===== config.mk =====
export PLATFORM = sky130hd
export DESIGN_NAME = pkt_deframer
export DESIGN_NICKNAME = d
export VERILOG_FILES = /design/src/rtl/pkt_pkg.sv /design/src/rtl/pkt_bit_deser.sv /design/src/rtl/pkt_deframer.sv
export SDC_FILE = /design/constraint.sdc
export NUM_CORES = 1
export LEC_CHECK = 0
export CELL_PAD_IN_SITES_DETAIL_PLACEMENT = 1
export CELL_PAD_IN_SITES_GLOBAL_PLACEMENT = 2
export CORE_ASPECT_RATIO = 0.75
export CORE_MARGIN = 2
export CORE_UTILIZATION = 33
export DETAILED_ROUTE_END_ITERATION = 10
export PLACE_DENSITY = 0.8
export SLEW_MARGIN = 5
export SYNTH_ARGS = -nofsm -noshare
export SYNTH_HDL_FRONTEND = slang
export SYNTH_HIERARCHICAL = 1
export SYNTH_SLANG_ARGS = --single-unit

===== constraint.sdc =====
create_clock -name core_clock -period 9.25 [get_ports core_clock]
set_input_delay 1.3875 -clock core_clock [delete_from_list [all_inputs] [get_ports core_clock]]
set_output_delay 1.3875 -clock core_clock [all_outputs]
set_load 0.01 [all_outputs]

===== src/rtl/pkt_pkg.sv =====
// pkt_pkg: shared types and constants for the packet deframer.
//   state_t       - deframer FSM states
//   PKT_PREAMBLE  - default start-of-frame byte
//   PKT_MAX_LEN   - default largest legal payload length
//   *_W           - field widths used across the deframer files
package pkt_pkg;

    localparam int BYTE_W     = 8;
    localparam int ADDR_W     = 4;
    localparam int LEN_W      = 8;
    localparam int PORT_IDX_W = 4;
    localparam int BIT_CNT_W  = 3;

    localparam logic [BYTE_W-1:0] PKT_PREAMBLE = 8'hFE;
    localparam logic [LEN_W-1:0]  PKT_MAX_LEN  = 8'd64;

    typedef enum logic [2:0] {
        ST_IDLE    = 3'd0,
        ST_HUNT    = 3'd1,
        ST_ADDR    = 3'd2,
        ST_LEN     = 3'd3,
        ST_PAYLOAD = 3'd4
    } state_t;

endpackage


===== src/rtl/pkt_bit_deser.sv =====
// pkt_bit_deser: MSB-first serial-to-parallel converter.
//   clk        - clock
//   srst       - synchronous active-high reset
//   clr        - clears shift register and bit counter (wins over en)
//   en         - shift din in this cycle
//   din        - serial data bit
//   shift_next - shift register value including the current din
//   byte_done  - high in the sample cycle that captures the 8th bit
module pkt_bit_deser
    import pkt_pkg::*;
(
    input  logic              clk,
    input  logic              srst,
    input  logic              clr,
    input  logic              en,
    input  logic              din,
    output logic [BYTE_W-1:0] shift_next,
    output logic              byte_done
);

    logic [BYTE_W-1:0]    shift_reg;
    logic [BIT_CNT_W-1:0] bit_cnt_reg;

    // The "next" view lets the FSM act on a completed byte in the same
    // cycle its last bit is sampled, so results register one cycle later.
    assign shift_next = {shift_reg[BYTE_W-2:0], din};
    assign byte_done  = en && (bit_cnt_reg == BIT_CNT_W'(BYTE_W - 1));

    always_ff @(posedge clk) begin
        if (srst || clr) begin
            shift_reg   <= '0;
            bit_cnt_reg <= '0;
        end else if (en) begin
            shift_reg   <= shift_next;
            bit_cnt_reg <= bit_cnt_reg + BIT_CNT_W'(1);
        end
    end

endmodule


===== src/rtl/pkt_deframer.sv =====
// pkt_deframer: locks onto one granted serial port, hunts for the preamble,
// then parses an address byte, a length byte and length payload bytes.
//   core_clock - clock;  core_rst - synchronous active-high reset
//   gnt_vec    - arbiter grant (one-hot expected);  din_vec - serial data per port
//   sample_en  - bit strobe for the locked port
//   byte_data/byte_valid              - payload bytes
//   src_addr/dst_addr/pkt_len/hdr_valid - header fields
//   frame_done - last payload byte;  frame_err - frame aborted
//   busy       - not idle;  port_idx - locked port index
module pkt_deframer
    import pkt_pkg::*;
#(
    parameter int                NPORTS   = 9,
    parameter logic [BYTE_W-1:0] PREAMBLE = PKT_PREAMBLE,
    parameter logic [LEN_W-1:0]  MAX_LEN  = PKT_MAX_LEN
) (
    input  logic                  core_clock,
    input  logic                  core_rst,
    input  logic [NPORTS-1:0]     gnt_vec,
    input  logic [NPORTS-1:0]     din_vec,
    input  logic                  sample_en,
    output logic [BYTE_W-1:0]     byte_data,
    output logic                  byte_valid,
    output logic [ADDR_W-1:0]     src_addr,
    output logic [ADDR_W-1:0]     dst_addr,
    output logic [LEN_W-1:0]      pkt_len,
    output logic                  hdr_valid,
    output logic                  frame_done,
    output logic                  frame_err,
    output logic                  busy,
    output logic [PORT_IDX_W-1:0] port_idx
);

    state_t                state_reg, state_next;
    logic [NPORTS-1:0]     lock_mask_reg, lock_mask_next;
    logic [PORT_IDX_W-1:0] port_idx_reg, port_idx_next;
    logic [LEN_W-1:0]      byte_cnt_reg, byte_cnt_next;
    logic [BYTE_W-1:0]     byte_data_reg, byte_data_next;
    logic [ADDR_W-1:0]     src_addr_reg, src_addr_next;
    logic [ADDR_W-1:0]     dst_addr_reg, dst_addr_next;
    logic [LEN_W-1:0]      pkt_len_reg, pkt_len_next;
    logic                  byte_valid_reg, byte_valid_next;
    logic                  hdr_valid_reg, hdr_valid_next;
    logic                  frame_done_reg, frame_done_next;
    logic                  frame_err_reg, frame_err_next;

    logic [NPORTS-1:0][PORT_IDX_W-1:0] idx_term;
    logic [PORT_IDX_W-1:0] gnt_idx;
    logic                  gnt_onehot;
    logic                  grant_lost;
    logic                  din_sel;
    logic                  deser_en;
    logic                  deser_clr;
    logic [BYTE_W-1:0]     shift_next;
    logic                  byte_done;
    logic                  preamble_hit;
    logic                  len_ok;
    logic                  last_byte;

    // One-hot to index: each grant bit contributes its own index, ORed below.
    for (genvar gi = 0; gi < NPORTS; gi++) begin : g_enc
        assign idx_term[gi] = gnt_vec[gi] ? PORT_IDX_W'(gi) : '0;
    end

    always_comb begin
        gnt_idx = '0;
        for (int i = 0; i < NPORTS; i++) begin
            gnt_idx = gnt_idx | idx_term[i];
        end
    end

    assign gnt_onehot = (gnt_vec != '0) && ((gnt_vec & (gnt_vec - NPORTS'(1))) == '0);

    // Any grant other than exactly the locked bit (dropped, moved, or
    // extra bits) counts as a loss.
    assign grant_lost = (gnt_vec != lock_mask_reg);
    assign din_sel    = |(din_vec & lock_mask_reg);

    // A losing grant suppresses the sample so no byte completes that cycle.
    assign deser_en = sample_en && (state_reg != ST_IDLE) && !grant_lost;

    assign preamble_hit = deser_en && (shift_next == PREAMBLE);
    assign len_ok       = (shift_next != '0) && (shift_next <= MAX_LEN);
    assign last_byte    = ((byte_cnt_reg + LEN_W'(1)) == pkt_len_reg);

    pkt_bit_deser u_deser (
        .clk        (core_clock),
        .srst       (core_rst),
        .clr        (deser_clr),
        .en         (deser_en),
        .din        (din_sel),
        .shift_next (shift_next),
        .byte_done  (byte_done)
    );

    // State and registered outputs.
    always_ff @(posedge core_clock) begin
        if (core_rst) begin
            state_reg      <= ST_IDLE;
            lock_mask_reg  <= '0;
            port_idx_reg   <= '0;
            byte_cnt_reg   <= '0;
            byte_data_reg  <= '0;
            src_addr_reg   <= '0;
            dst_addr_reg   <= '0;
            pkt_len_reg    <= '0;
            byte_valid_reg <= 1'b0;
            hdr_valid_reg  <= 1'b0;
            frame_done_reg <= 1'b0;
            frame_err_reg  <= 1'b0;
        end else begin
            state_reg      <= state_next;
            lock_mask_reg  <= lock_mask_next;
            port_idx_reg   <= port_idx_next;
            byte_cnt_reg   <= byte_cnt_next;
            byte_data_reg  <= byte_data_next;
            src_addr_reg   <= src_addr_next;
            dst_addr_reg   <= dst_addr_next;
            pkt_len_reg    <= pkt_len_next;
            byte_valid_reg <= byte_valid_next;
            hdr_valid_reg  <= hdr_valid_next;
            frame_done_reg <= frame_done_next;
            frame_err_reg  <= frame_err_next;
        end
    end

    // Next-state logic.
    always_comb begin
        state_next = state_reg;
        unique case (state_reg)
            ST_IDLE: begin
                if (gnt_onehot) state_next = ST_HUNT;
            end
            ST_HUNT: begin
                if (grant_lost)        state_next = ST_IDLE;
                else if (preamble_hit) state_next = ST_ADDR;
            end
            ST_ADDR: begin
                if (grant_lost)     state_next = ST_IDLE;
                else if (byte_done) state_next = ST_LEN;
            end
            ST_LEN: begin
                if (grant_lost)     state_next = ST_IDLE;
                else if (byte_done) state_next = len_ok ? ST_PAYLOAD : ST_HUNT;
            end
            ST_PAYLOAD: begin
                if (grant_lost)                  state_next = ST_IDLE;
                else if (byte_done && last_byte) state_next = ST_HUNT;
            end
            default: state_next = ST_IDLE;
        endcase
    end

    // Output / datapath logic.
    always_comb begin
        lock_mask_next  = lock_mask_reg;
        port_idx_next   = port_idx_reg;
        byte_cnt_next   = byte_cnt_reg;
        byte_data_next  = byte_data_reg;
        src_addr_next   = src_addr_reg;
        dst_addr_next   = dst_addr_reg;
        pkt_len_next    = pkt_len_reg;
        byte_valid_next = 1'b0;
        hdr_valid_next  = 1'b0;
        frame_done_next = 1'b0;
        frame_err_next  = 1'b0;
        deser_clr       = 1'b0;
        unique case (state_reg)
            ST_IDLE: begin
                if (gnt_onehot) begin
                    lock_mask_next = gnt_vec;
                    port_idx_next  = gnt_idx;
                    // Start hunting with an empty window so stale bits from
                    // a previous session cannot complete a false preamble.
                    deser_clr      = 1'b1;
                end
            end
            ST_HUNT: begin
                // Restart the bit count so ADDR begins on a byte boundary.
                if (preamble_hit) deser_clr = 1'b1;
            end
            ST_ADDR: begin
                if (grant_lost) begin
                    frame_err_next = 1'b1;
                end else if (byte_done) begin
                    src_addr_next = shift_next[BYTE_W-1:ADDR_W];
                    dst_addr_next = shift_next[ADDR_W-1:0];
                end
            end
            ST_LEN: begin
                if (grant_lost) begin
                    frame_err_next = 1'b1;
                end else if (byte_done) begin
                    if (len_ok) begin
                        pkt_len_next   = shift_next;
                        hdr_valid_next = 1'b1;
                        byte_cnt_next  = '0;
                    end else begin
                        frame_err_next = 1'b1;
                        deser_clr      = 1'b1;
                    end
                end
            end
            ST_PAYLOAD: begin
                if (grant_lost) begin
                    frame_err_next = 1'b1;
                end else if (byte_done) begin
                    byte_data_next  = shift_next;
                    byte_valid_next = 1'b1;
                    byte_cnt_next   = byte_cnt_reg + LEN_W'(1);
                    if (last_byte) begin
                        frame_done_next = 1'b1;
                        deser_clr       = 1'b1;
                    end
                end
            end
            default: begin
                deser_clr = 1'b1;
            end
        endcase
    end

    assign byte_data  = byte_data_reg;
    assign byte_valid = byte_valid_reg;
    assign src_addr   = src_addr_reg;
    assign dst_addr   = dst_addr_reg;
    assign pkt_len    = pkt_len_reg;
    assign hdr_valid  = hdr_valid_reg;
    assign frame_done = frame_done_reg;
    assign frame_err  = frame_err_reg;
    assign busy       = (state_reg != ST_IDLE);
    assign port_idx   = port_idx_reg;

endmodule


Yosys cells after proc, flatten, opt, wreduce, memory -nomap -nowiden
Cells that the tools add are included.
{ "classes": {"n_addsub": 3, "n_lt_le_gt_ge": 1, "n_eq_ne": 18, "muxes": 39, "bitwise_logic": 13, "n_reduce_logical": 26} }
{ "op_table": {"columns": ["cell", "n"], "rows": [
  ["3-bit 2-to-1 mux", 14],
  ["8-bit 2-to-1 mux", 5],
  ["9-bit bitwise AND", 2],
  ["8-bit one-hot mux with 2 select lines", 1],
  ["3-bit one-hot mux with 5 select lines", 1],
  ["1-bit 2-to-1 mux", 13],
  ["2-bit inequality test (second input constant)", 6],
  ["3-bit inequality test (second input constant)", 4],
  ["9-bit logical NOT", 1],
  ["9-bit inequality test", 1],
  ["3-bit OR", 3],
  ["9-bit nonzero test", 1],
  ["9-bit OR reduction", 1],
  ["9-bit by 1-bit subtractor with 9-bit output (second input constant)", 1],
  ["8-bit by 1-bit adder with 8-bit output (second input constant)", 1],
  ["8-bit equality test", 1],
  ["8-bit equality test (second input constant)", 1],
  ["8-bit by 7-bit less-or-equal comparator with 1-bit output (second input constant)", 1],
  ["8-bit nonzero test", 1],
  ["1-bit logical AND", 7],
  ["3-bit by 2-bit equality test with 1-bit output (second input constant)", 2],
  ["3-bit equality test (second input constant)", 2],
  ["3-bit AND reduction", 2],
  ["6-bit AND reduction", 1],
  ["other kinds (22)", 27]
]} }
{ "word_totals": {"ff_bits": 62, "in_bits": 21, "output_inout_bits": 33, "wordCells": 114} }

Depth between registers and ports, before layout
Gate-level depths: netlist (run 1).
{ "depth": {"ltp_word": 9, "depth_mapped": 16, "mapped_depth_nobuf": 13} }

Cells and area by module
The synthesis (run 1) kept the hierarchy.
{ "modules_own_cells": {"columns": ["module", "instances", "cells_each", "area_per_inst_um2", "seq_area_each_um2"], "rows": [
  ["pkt_deframer", 1, 310, 2652.5, 1021.0],
  ["pkt_bit_deser", 1, 37, 405.4, 200.2]
]} }

Least setup slack after synthesis (run 1)
No wires, ideal clock.
{ "synth_path": {"path_kind": "input to register", "from": "input port gnt_vec[3]", "to": "register state_reg[0]", "setup_time_ps": 128, "arrival_time_ps": 4067, "required_time_ps": 9122, "path_slack_ps": 5055, "path_stages": 14, "path_buffers": 2, "cell_sequence": "clkbuf_1 xor2_1 nor4_1 and3_1 and3_1 buf_6 and2_2 inv_1 a2111oi_0 nand4_1 o41ai_1 nand3_1 mux2i_1 nor2_1"} }
{ "synth_via": {"elab_chain_len": 7, "word_cells_on_any_way": 22, "classes_between": "add/sub: 1; eq/ne: 6; mux: 5; bitwise: 1; reduce/logical: 9"} }
{ "synth_lines": {"columns": ["item", "line", "text"], "rows": [
  ["from (decl)", "pkt_deframer.sv:19", "input logic [NPORTS-1:0] gnt_vec,"],
  ["9-bit inequality test *", "pkt_deframer.sv:76", "assign grant_lost = (gnt_vec != lock_mask_reg);"],
  ["1-bit logical NOT *", "pkt_deframer.sv:80", "assign deser_en = sample_en && (state_reg != ST_IDLE) && !grant_lost;"],
  ["1-bit logical AND *", "pkt_deframer.sv:80", null],
  ["named net deser_en", "pkt_deframer.sv:52", "logic deser_en;"],
  ["1-bit logical AND *", "pkt_bit_deser.sv:27", "assign byte_done = en && (bit_cnt_reg == BIT_CNT_W'(BYTE_W - 1));"],
  ["named net byte_done", "pkt_deframer.sv:55", "logic byte_done;"],
  ["1-bit logical AND", "pkt_deframer.sv:148", "else if (byte_done && last_byte) state_next = ST_HUNT;"],
  ["3-bit inequality test (no line)", null, null],
  ["5-bit AND reduction (no line) *", null, null],
  ["to (signal assigned)", "pkt_deframer.sv:112", "state_reg <= state_next;"],
  ["to (decl)", "pkt_deframer.sv:34", "state_t state_reg, state_next;"]
]} }
Mark *: on every way through the listed nets, which the timed path passes. The rest lies on a longest branch.
A chain may end at the register's enable or synchronous reset.

Final worst setup path (run 1)
{ "layout_path": {"from": "input port gnt_vec[7]", "to": "register u_deser.shift_reg[2]"} }
{ "layout_via": {"elab_chain_len": 8, "word_cells_on_any_way": 18, "classes_between": "add/sub: 1; eq/ne: 1; mux: 7; bitwise: 1; reduce/logical: 8"} }
{ "layout_lines": {"columns": ["item", "line", "text"], "rows": [
  ["9-bit inequality test *", "pkt_deframer.sv:76", null],
  ["1-bit logical NOT *", "pkt_deframer.sv:80", null],
  ["1-bit logical AND *", "pkt_deframer.sv:80", null],
  ["named net deser_en", "pkt_deframer.sv:52", null],
  ["1-bit logical AND *", "pkt_bit_deser.sv:27", null],
  ["named net byte_done", "pkt_deframer.sv:55", null],
  ["1-bit 2-to-1 mux (on tied branches)", "pkt_deframer.sv:207, pkt_deframer.sv:193", null],
  ["1-bit 2-to-1 mux (on tied branches)", "pkt_deframer.sv:205, pkt_deframer.sv:191", null],
  ["1-bit one-hot mux with 5 select lines *", "pkt_deframer.sv:168", "unique case (state_reg)"],
  ["named net deser_clr", "pkt_deframer.sv:53", "logic deser_clr;"],
  ["1-bit logical OR *", "pkt_bit_deser.sv:30", "if (srst || clr) begin"],
  ["to (signal assigned)", "pkt_bit_deser.sv:34", "shift_reg <= shift_next;"],
  ["to (decl)", "pkt_bit_deser.sv:21", "logic [BYTE_W-1:0] shift_reg;"]
]} }
Marked as above.

==> out/qor.csv, run 1 <==
stage,metric,value,unit
yosys,ys async rst share,0,%
floorplanning,IO Count,54,
clock_network,H-tree depth,3,
global_route,gr ovfl total,0,
critical_path,Max stage delay on crit path,0.58,ns
timing,Worst-Margin Slew,1.13,ns
yosys,post-synthesis xor/xnor area fraction,5.16,%
timing,final slew viol count,0,
drt,drt total wl,8.81,mm
critical_path,worst path bufs/invs,2,
global_route,largest net degree at the start of global routing,55,
floorplanning,Die Span Y,87.4,µm
drt,routed len/inst,17.4,µm
global_route,global-route wire length before repair,14.3,mm
clock_network,CTS sink count,61,
global_route,initial antenna violation count,0,
critical_path,critical path data arrival time,5.41,ns
final_layout,most frequent cells in the layout,"dfxtp_1, clkdlybuf4s50_1, nor2_1, nand2_1, mux2i_1",
critical_path,crit path kind,input pin to flop,
clock_network,Root Buffer,clkbuf_16,
yosys,post-synthesis simple-gate area fraction,25.4,%
timing,RSZ-0062 raised after global routing,false,
worst_hold_path,HP Class,flop to flop,
yosys,synth top area cells,"dfxtp_1, mux2i_1, nor2_1, nand2_1, xor2_1",
job,Max-cap violations,0,
final_layout,register area,1220,µm²
floorplanning,core box area,9010,µm²
timing,Final WS setup,4.06,ns
final_layout,area grow syn2layout,27.1,%
drt,via count,2710,
final_layout,"most common cell after layout, fill and taps aside",dfxtp_1,
drt,Pre-antenna DRT Iters,4,
timing,Final min period,5.19,ns
floorplanning,die area,10100,µm²
power_and_ir_drop,Leak,1.34,nW
power_and_ir_drop,Pwr Density,156,nW/µm²
clock_network,"Setup Fix Bufs, Post-CTS",0,
global_route,vias in the first global route,2655,
yosys,register area share after synthesis,39.9,%
drt,initial DRC count,144,
yosys,number of synthesized register bits,61,
critical_path,cell breakdown of the critical path,clkdlybuf4s50_1 -> xor2_1 -> nor4_1 -> and3_1 -> and3_1 -> and2_2 -> inv_1 -> a2111oi_0 -> nand4_1 -> nor4_1 -> nand2_1 -> nand3b_1 -> or2_1 -> nor2_1,
yosys,syn_nets,371,
final_layout,# diodes,0,
timing,Tcrit/Tclk final,56.1,%
yosys,Syn Inst Count,347,
yosys,Post-synth EDFFs,0,
yosys,syn avg cell area,8.81,µm²
drt,Post-route DRC,0,
place,dpl ws,3.74,ns
place,post-DP HPWL,6.03,mm
timing,Max-slew headroom,24.0,%
drt,average vias per placed instance,5.36,
clock_network,"CTS clk-pin slew, worst paths",0.06,ns
critical_path,CP Max Fanout,11,
global_route,GRT Overall Usage,18.8,%
global_route,met3 Use GR,6.40,%
global_route,GRT met1 Usage,27.0,%
yosys,largest family of logic cells by synthesized area,simple AND/OR/NAND/NOR gates,
yosys,post-synthesis cell type count,57,
final_layout,layout cells sized above 1,6.85,%
floorplanning,Initial Utilization,33.9,%
global_route,"Most Used Layer, Global Route",met2,
final_layout,fill count,1065,
yosys,Synth area leader,dfxtp_1,
critical_path,CP endpoint kind,flop,
clock_network,number of buffers created by CTS,9,
final_layout,nets,413,
final_layout,Layout Utilization,43.2,%
drt,Routed Antenna Nets,0,
clock_network,hold_buf cts,0,
place,port bufs,53,
floorplanning,Die X,115,µm
floorplanning,site row count,30,
timing,fmax,193,MHz
timing,endpoints failing hold,0,
timing,Final Setup Violations,0,
status,status,completed,
global_route,met2 Usage GRT,27.1,%
power_and_ir_drop,Worst VDD drop,0.123,mV
timing,setup tns final,0,ns
yosys,most used flip-flop cell after synthesis,dfxtp_1,
yosys,Synth top area share,39.9,%
critical_path,CP Launch Type,input pin,
clock_network,# resized after CTS,0,
yosys,Mapped Area,3060,µm²
yosys,post-synthesis compound-gate area fraction,11.8,%
clock_network,clock latency on the worst-skew pair,0.34,ns
yosys,Synth Area in Adders,2.21,%
critical_path,critical path's top delay family,simple AND/OR/NAND/NOR gates,
yosys,mux contribution to synthesized area,11.1,%
critical_path,CP max-delay cell,and3_1,
timing,Clock Skew,0.00663,ns
yosys,Syn. warnings,6,
final_layout,max reg flops,9,
clock_network,clk buf depth,2,
clock_network,CTS tree,built,
final_layout,multi-input logic area,1700,µm²
critical_path,Crit path required time,9.47,ns
place,final RePlAce weighted congestion,0.777,
==> worst reg2reg max path: cells and delay by family (launching register included) <==
family,cells,cell delay (ns)
XOR/XNOR,1,0.17
AO/OA/AOI/OAI,1,0.42
AND/OR/NAND/NOR,10,2.73
buffers and inverters,1,0.10
flip-flops,1,0.33
==> path summary, 6_finish.rpt <==
path / from / to / slack, ns / cells after the start
min reg2reg: byte_data[4]$_SDFFE_PP0P_ / byte_data[4]$_SDFFE_PP0P_ / 0.46 / 2
min: byte_data[4]$_SDFFE_PP0P_ / byte_data[4]$_SDFFE_PP0P_ / 0.46 / 2
max: gnt_vec[7] / u_deser/shift_reg[2]$_SDFFE_PP0P_ / 4.06 / 14
max reg2reg: lock_mask_reg[7]$_SDFFE_PP0P_ / u_deser/shift_reg[2]$_SDFFE_PP0P_ / 5.36 / 13
==> cells in the mapped netlist, drive strengths merged, types with 3 or more instances <==
| cell type | count |
|---|---|
| dfxtp | 61 |
| nor2 | 49 |
| mux2i | 34 |
| nand2 | 34 |
| a21oi | 16 |
| clkbuf | 16 |
| xor2 | 13 |
| nand3 | 11 |
| nor4 | 10 |
| nor3 | 8 |
| buf | 7 |
| a311oi | 6 |
| o21ai | 6 |
| xnor2 | 5 |
| a211oi | 4 |
| inv | 4 |
| nand3b | 4 |
| o22ai | 4 |
| or3 | 4 |
| and2 | 3 |
| ha | 3 |
| maj3 | 3 |
| nand2b | 3 |
| nand4 | 3 |
| nor3b | 3 |
==> cells by family (layout without fill, tap and decap cells) <==
kind of cell | Yosys count | after routing
flops | 61 | 61
simple gates | 148 | 148
fa+ha+maj | 6 | 6
compound gates | 53 | 53
buf+inv | 27 | 74
xor+xnor | 18 | 18
mux | 34 | 34
==> area by class of cell <==
cell class,count,area share [%]
multi-input cells,259,43.8
flip-flops and latches,61,31.4
repair buffers,54,13.7
clock buffers,9,5.79
well taps,112,3.60
clock inverters,7,1.32
inverters,4,0.386
==> metal layers <==
layer / up-vias / routed length [µm] / share of wire [%]
met3: 8 / 331 / 3.8
met2: 53 / 3800 / 43
met1: 1313 / 4590 / 52
met5: - / 0 / 0
li1: 1336 / - / -
met4: 0 / 91 / 1.0
==> metrics by stage <==
| stage | hold WS (ns) | instance area [µm²] | std cells | power [mW] |
|---|---|---|---|---|
| after floorplan | 0.465 | 3060 | 347 | 0.287 |
| after global placement | 0.445 | 3610 | 490 | 0.303 |
| after detailed placement | 0.454 | 3610 | 490 | 0.303 |
| after CTS | 0.462 | 3890 | 506 | 0.614 |
| after global routing | 0.476 | 3890 | 506 | 0.631 |
| final | 0.458 | 3890 | 506 | 0.608 |
==> report_power, final <==
group / internal, mW / total, mW / switching (mW) / leakage, nW
registers: 0.264 / 0.266 / 0.00244 / 0.491
clock network: 0.182 / 0.311 / 0.129 / 0.132
logic: 0.0142 / 0.0309 / 0.0167 / 0.712
total: 0.460 / 0.608 / 0.148 / 1.34
Note: power is estimated with default switching activity, not from simulation.
==> inputs of run 2 (changes only) <==
--- a/config.mk
+++ b/config.mk
@@ -9,9 +9,9 @@
 export CELL_PAD_IN_SITES_GLOBAL_PLACEMENT = 2
 export CORE_ASPECT_RATIO = 0.75
 export CORE_MARGIN = 2
-export CORE_UTILIZATION = 33
+export CORE_UTILIZATION = 28
 export DETAILED_ROUTE_END_ITERATION = 10
-export PLACE_DENSITY = 0.8
+export PLACE_DENSITY = 0.72
 export SLEW_MARGIN = 5
 export SYNTH_ARGS = -nofsm -noshare
 export SYNTH_HDL_FRONTEND = slang
==> constraint.sdc (replaced) <==
create_clock -name core_clock -period 4.6 [get_ports core_clock]
set_input_delay 0.69 -clock core_clock [delete_from_list [all_inputs] [get_ports core_clock]]
set_output_delay 0.69 -clock core_clock [all_outputs]
set_load 0.01 [all_outputs]
==> run 2 against run 1 <==
Effect of this change:
- clock skew fell by 0.0022 ns
- largest power group unchanged
- largest cell class unchanged
- wire length grew 1.2%
- sequential power increased by 100%
- die area grew 17%
==> out/qor.csv, run 2 (same netlist as run 1, synthesis figures left out) <==
stage,metric,value,unit,change
clock_network,# resized after CTS,0,,unchanged
global_route,initial antenna violation count,0,,unchanged
timing,Tcrit/Tclk final,89.2,%,
timing,Final WS setup,0.498,ns,-3.56 ns
power_and_ir_drop,Clock Power Share,53.4,%,+2.3 points
power_and_ir_drop,Leak,1.37,nW,+2.6%
clock_network,CTS sink count,61,,unchanged
floorplanning,site row count,33,,+10%
timing,Final min period,4.10,ns,
critical_path,critical path data arrival time,4.28,ns,-1.13 ns
drt,via count,2725,,+0.55%
floorplanning,die area,11800,µm²,+17%
global_route,GRT Overall Usage,15.8,%,-3.0 points
critical_path,cell breakdown of the critical path,clkdlybuf4s50_1 -> xor2_1 -> nor4_1 -> and3_1 -> and3_1 -> and2_2 -> inv_1 -> a2111oi_0 -> nand4_1 -> o41ai_1 -> nand3_1 -> mux2i_1 -> nor2_1,,
drt,routed len/inst,16.6,µm,-4.8%
final_layout,fin area,3990,µm²,+2.5%
clock_network,hold_buf cts,0,,unchanged
place,final RePlAce weighted congestion,0.815,,+4.8%
final_layout,Finished Layout Cells,538,,+6.3%
floorplanning,Die Span Y,94.5,µm,+8.2%
final_layout,max reg flops,9,,unchanged
power_and_ir_drop,Logic pwr share,4.9,%,-0.2 points
critical_path,CP max-delay cell,o41ai_1,,
drt,Routed Antenna Nets,0,,unchanged
final_layout,"most common cell after layout, fill and taps aside",dfxtp_1,,
drt,average vias per placed instance,5.07,,-5.4%
place,DP Area,3680,µm²,+2.0%
timing,endpoints failing hold,0,,unchanged
clock_network,"CTS clk-pin slew, worst paths",0.05,ns,about the same
critical_path,CP Max Fanout,7,,-4
final_layout,nets,418,,+1.2%
floorplanning,Initial Utilization,28.4,%,-5.6 points
timing,RSZ-0062 raised after global routing,false,,
final_layout,layout cells sized above 1,7.54,%,+0.68 points
critical_path,"most used cell, CP",and3_1,,
critical_path,CP endpoint kind,flop,,
final_layout,# diodes,0,,unchanged
power_and_ir_drop,sw power,281,µW,+90%
timing,final slew viol count,0,,unchanged
place,post-DP HPWL,6.38,mm,+5.7%
power_and_ir_drop,Worst VDD drop,0.134,mV,+8.6%
clock_network,Root Buffer,clkbuf_16,,
power_and_ir_drop,P_int,1.01,mW,+120%
global_route,largest net degree at the start of global routing,55,,unchanged
place,Cells after DPL,523,,+6.7%
critical_path,crit path kind,input pin to flop,,
worst_hold_path,HP Class,flop to flop,,
critical_path,Crit path required time,4.78,ns,-4.69 ns
timing,Worst-Margin Slew,1.03,ns,-0.106 ns
power_and_ir_drop,Sw Ratio,21.9,%,-2.5 points
clock_network,clk buf depth,2,,unchanged
global_route,gr ovfl total,0,,unchanged
final_layout,fill count,1257,,+18%
timing,Clock Skew,0.00440,ns,-0.00223 ns
timing,Max-slew headroom,31.6,%,+7.6 points
floorplanning,core box area,10800,µm²,+20%
status,status,completed,,
power_and_ir_drop,Flop pwr share,41.7,%,-2.1 points
final_layout,most frequent cells in the layout,"dfxtp_1, clkdlybuf4s50_1, nor2_1, nand2_1, mux2i_1",,
clock_network,number of buffers created by CTS,9,,unchanged
final_layout,area grow syn2layout,30.3,%,
global_route,vias in the first global route,2772,,+4.4%
critical_path,CP Launch Type,input pin,,
timing,fmax,244,MHz,
job,Max-cap violations,0,,unchanged
clock_network,CTS tree,built,,
drt,initial DRC count,112,,-22%
power_and_ir_drop,Design Power,1.29,mW,+110%
clock_network,clock latency on the worst-skew pair,0.33,ns,about the same
clock_network,H-tree depth,3,,unchanged
drt,Post-route DRC,0,,unchanged
floorplanning,IO Count,54,,unchanged
power_and_ir_drop,Pwr Density,323,nW/µm²,+110%
place,port bufs,53,,unchanged
timing,Final Setup Violations,0,,unchanged
timing,setup tns final,0,ns,unchanged
drt,Pre-antenna DRT Iters,4,,unchanged
floorplanning,Die X,125,µm,+8.3%
global_route,global-route wire length before repair,14.6,mm,+2.0%
critical_path,Max stage delay on crit path,0.56,ns,-0.02 ns
clock_network,"Setup Fix Bufs, Post-CTS",0,,unchanged
drt,drt total wl,8.91,mm,+1.2%
place,dpl ws,0.159,ns,-3.58 ns
-- run 2: cell types whose count changed in the layout (fill, tap and decap cells not counted) --
cell / previous run / this run
buf_4: 1 / 6
bufinv_16: 0 / 1
clkbuf_1: 0 / 1
clkbuf_8: 0 / 2
clkinv_2: 2 / 0
clkinv_4: 2 / 0
inv_6: 1 / 0
-- run 2: area by class of cell --
type | count | area, µm² | share of cell area, %
Tap cell | 140 | 175 | 4.40
Multi-Input combinational cell | 259 | 1700 | 42.7
Sequential cell | 61 | 1220 | 30.6
Inverter | 4 | 15.0 | 0.377
Timing Repair Buffer | 59 | 571 | 14.3
Clock inverter | 3 | 45.0 | 1.13
Clock buffer | 12 | 256 | 6.44
-- run 2: worst max-delay path, delay by kind of cell --
kind,cells,cell delay (ns)
AOI/OAI and AO/OA,2,1.03
xor gates and xnor gates,1,0.19
buffers and inverters,2,0.62
muxes,1,0.17
and+or+nand+nor,7,1.56
-- run 2: metal layers --
layer  part of all wire, %  global-route usage (%)
met1                    51                    21.2
met2                    44                    24.6
met3                   3.6                    4.53
met4                   1.2                    5.34
met5                     0                       0
-- run 2: per-stage QoR --
stage	util [%]	hold slack [ns]
final	37.0	0.459
after global routing	37.0	0.479
after CTS	37.0	0.466
after detailed placement	34.2	0.453
after global placement	34.2	0.447
after floorplan	-	0.465
-- run 2: power by group through the flow --
stage                     clock [mW]  sequential, mW  combinational [mW]
after floorplan                    0           0.543              0.0339
after global placement             0           0.547              0.0626
after detailed placement           0           0.547              0.0636
after CTS                      0.705           0.536              0.0638
after global routing           0.732           0.536              0.0687
final                          0.687           0.536              0.0632
-- run 2: worst paths after layout --
kind	from	cells past startpoint	endpoint	slack, ns
worst max register to register	lock_mask_reg[7]$_SDFFE_PP0P_	12	state_reg[0]$_SDFFE_PP0P_	1.09
worst min-delay path	byte_data[2]$_SDFFE_PP0P_	2	byte_data[2]$_SDFFE_PP0P_	0.46
worst min register to register	byte_data[2]$_SDFFE_PP0P_	2	byte_data[2]$_SDFFE_PP0P_	0.46
worst max-delay path	gnt_vec[7]	13	state_reg[0]$_SDFFE_PP0P_	0.50
==> inputs of run 3 (changes only) <==
--- a/config.mk
+++ b/config.mk
@@ -5,13 +5,13 @@
 export SDC_FILE = /design/constraint.sdc
 export NUM_CORES = 1
 export LEC_CHECK = 0
-export CELL_PAD_IN_SITES_DETAIL_PLACEMENT = 1
-export CELL_PAD_IN_SITES_GLOBAL_PLACEMENT = 2
+export CELL_PAD_IN_SITES_DETAIL_PLACEMENT = 0
+export CELL_PAD_IN_SITES_GLOBAL_PLACEMENT = 1
 export CORE_ASPECT_RATIO = 0.75
 export CORE_MARGIN = 2
-export CORE_UTILIZATION = 28
+export CORE_UTILIZATION = 33
 export DETAILED_ROUTE_END_ITERATION = 10
-export PLACE_DENSITY = 0.72
+export PLACE_DENSITY = 0.66
 export SLEW_MARGIN = 5
 export SYNTH_ARGS = -nofsm -noshare
 export SYNTH_HDL_FRONTEND = slang
==> constraint.sdc (replaced) <==
create_clock -name core_clock -period 5.2 [get_ports core_clock]
set_input_delay 0.78 -clock core_clock [delete_from_list [all_inputs] [get_ports core_clock]]
set_output_delay 0.78 -clock core_clock [all_outputs]
set_load 0.01 [all_outputs]
==> run 3 against run 2 <==
Effect of this change:
- worst setup slack gained 0.40 ns
- flip-flop and latch count is the same
- cell count shrank 5.6%
- first-iteration DRC count grew 26%
- clock skew grew 0.0014 ns
- via count shrank 2.9%
- worst hold slack is essentially flat
- non-clock buffer count shrank 3
- power shrank 11%
- wire length shrank 8.9%
- utilization grew 6.7 points
==> out/qor.csv, run 3 (same netlist as run 1, synthesis figures left out) <==
stage,metric,value,unit,change
drt,routed len/inst,16.0,µm,-3.5%
timing,Tcrit/Tclk final,82.7,%,
floorplanning,site row count,30,,-9.1%
final_layout,"most common cell after layout, fill and taps aside",dfxtp_1,,
final_layout,area grow syn2layout,28.8,%,
global_route,largest net degree at the start of global routing,55,,unchanged
critical_path,CP Launch Type,input pin,,
final_layout,fill count,915,,-27%
clock_network,H-tree depth,3,,unchanged
clock_network,clk buf depth,2,,unchanged
drt,Met1 Routed Length,4.33,mm,-4.9%
critical_path,critical path's top delay family,simple AND/OR/NAND/NOR gates,,
place,final RePlAce weighted congestion,0.807,,-0.90%
timing,RSZ-0062 raised after global routing,false,,
critical_path,critical path data arrival time,4.48,ns,+0.20 ns
drt,via count,2645,,-2.9%
floorplanning,Die Span Y,87.4,µm,-7.6%
critical_path,CP endpoint kind,flop,,
timing,Max-slew headroom,31.4,%,-0.17 points
timing,Final WS setup,0.897,ns,+0.399 ns
timing,Clock Skew,0.00584,ns,+0.00144 ns
clock_network,"Setup Fix Bufs, Post-CTS",0,,unchanged
clock_network,Root Buffer,clkbuf_16,,
critical_path,CP Max Fanout,11,,+4
critical_path,Max stage delay on crit path,0.54,ns,-0.02 ns
global_route,gr ovfl total,0,,unchanged
final_layout,nets,415,,-0.72%
drt,drt total wl,8.12,mm,-8.9%
timing,Final Setup Violations,0,,unchanged
floorplanning,die area,10100,µm²,-15%
timing,fmax,232,MHz,
drt,met2 wire length,3.43,mm,-13%
clock_network,CTS sink count,61,,unchanged
job,Max-cap violations,0,,unchanged
place,port bufs,53,,unchanged
timing,Worst-Margin Slew,1.03,ns,+0.00253 ns
clock_network,clock latency on the worst-skew pair,0.33,ns,about the same
place,dpl ws,0.612,ns,+0.453 ns
final_layout,most frequent cells in the layout,"dfxtp_1, clkdlybuf4s50_1, nor2_1, nand2_1, mux2i_1",,
timing,endpoints failing hold,0,,unchanged
floorplanning,core box area,9010,µm²,-16%
clock_network,CTS tree,built,,
worst_hold_path,hold_sp,byte_data[0]$_SDFFE_PP0P_,,
timing,Final min period,4.30,ns,
critical_path,CP max-delay cell,clkdlybuf4s50_1,,
critical_path,Crit path required time,5.38,ns,+0.60 ns
final_layout,layout cells sized above 1,7.32,%,-0.21 points
global_route,global-route wire length before repair,13.6,mm,-6.6%
floorplanning,Initial Utilization,33.9,%,+5.6 points
final_layout,max reg flops,9,,unchanged
final_layout,# diodes,0,,unchanged
critical_path,flop2flop setup slack,1.59,ns,+0.50 ns
global_route,vias in the first global route,2528,,-8.8%
place,post-DP HPWL,5.69,mm,-11%
drt,Post-route DRC,0,,unchanged
critical_path,CP Launch Point,gnt_vec[7],,
critical_path,worst path bufs/invs,3,,+1
timing,setup tns final,0,ns,unchanged
drt,Pre-antenna DRT Iters,5,,+1
status,status,completed,,
global_route,initial antenna violation count,0,,unchanged
timing,hold_ws,0.459,ns,+0.000233 ns
critical_path,crit path kind,input pin to flop,,
timing,final slew viol count,0,,unchanged
power_and_ir_drop,Leak,1.36,nW,-0.55%
worst_hold_path,HP Class,flop to flop,,
clock_network,number of buffers created by CTS,9,,unchanged
drt,initial DRC count,141,,+26%
drt,top sig layer,met4,,
clock_network,"CTS clk-pin slew, worst paths",0.05,ns,about the same
global_route,GRT Overall Usage,17.8,%,+2.0 points
clock_network,# resized after CTS,0,,unchanged
floorplanning,IO Count,54,,unchanged
drt,average vias per placed instance,5.21,,+2.8%
power_and_ir_drop,Worst VDD drop,0.179,mV,+34%
power_and_ir_drop,Pwr Density,292,nW/µm²,-9.6%
critical_path,"most used cell, CP",and3_1,,
critical_path,worst reg2reg path startpoint,lock_mask_reg[7]$_SDFFE_PP0P_,,
drt,Routed Antenna Nets,0,,unchanged
clock_network,hold_buf cts,0,,unchanged
critical_path,cell breakdown of the critical path,clkdlybuf4s50_1 -> xor2_1 -> nor4_1 -> and3_1 -> and3_1 -> buf_4 -> and2_2 -> inv_1 -> a2111oi_0 -> nand4_1 -> o41ai_1 -> nand3_1 -> mux2i_1 -> nor2_1,,
drt,Detail Route met3 WL,282,µm,-11%
floorplanning,Die X,115,µm,-7.6%
[run 3: per-layer routing]
metal / vias up / global-route usage [%]
li1: 1336 / -
met3: 7 / 5.64
met1: 1256 / 26.1
met2: 46 / 25.0
met5: - / 0
met4: 0 / 4.60
[run 3: power breakdown]
| group | internal [mW] | switching (mW) | total [mW] |
|---|---|---|---|
| clock network | 0.397 | 0.224 | 0.621 |
| registers | 0.469 | 0.00425 | 0.473 |
| logic | 0.0250 | 0.0293 | 0.0544 |
| total | 0.891 | 0.258 | 1.15 |
[run 3: stage by stage]
step                total power [mW]  utilization (%)  instance area (µm²)  instances
CTS                             1.16             43.7                 3940        508
floorplan                      0.510                -                 3060        347
global placement               0.538             40.3                 3630        492
detailed placement             0.538             40.3                 3630        492
global route                    1.19             43.7                 3940        508
finish                          1.15             43.7                 3940        508
[run 3: worst register-to-register path, cell delays in order (launching register included)]
cell and delay, ns:
dfxtp_1 0.34, xor2_1 0.17, nor4_1 0.41, and3_1 0.30, and3_1 0.17, buf_4 0.21
and2_2 0.24, inv_1 0.09, a2111oi_0 0.46, nand4_1 0.18, o41ai_1 0.49, nand3_1 0.15
mux2i_1 0.19, nor2_1 0.05
[run 3: final timing paths]
check,end,cells after the start
setup / recovery,state_reg[0]$_SDFFE_PP0P_,14
hold / removal,byte_data[0]$_SDFFE_PP0P_,2
setup reg to reg,state_reg[0]$_SDFFE_PP0P_,13
hold reg to reg,byte_data[0]$_SDFFE_PP0P_,2
[run 3: area by class of cell]
cell class	count	area [µm²]	area share, %
inverters	4	15.0	0.381
well taps	112	140	3.56
multi-input cells	259	1700	43.2
flip-flops and latches	61	1220	31.0
clock inverters	5	58.8	1.49
clock buffers	11	253	6.42
repair buffers	56	548	13.9
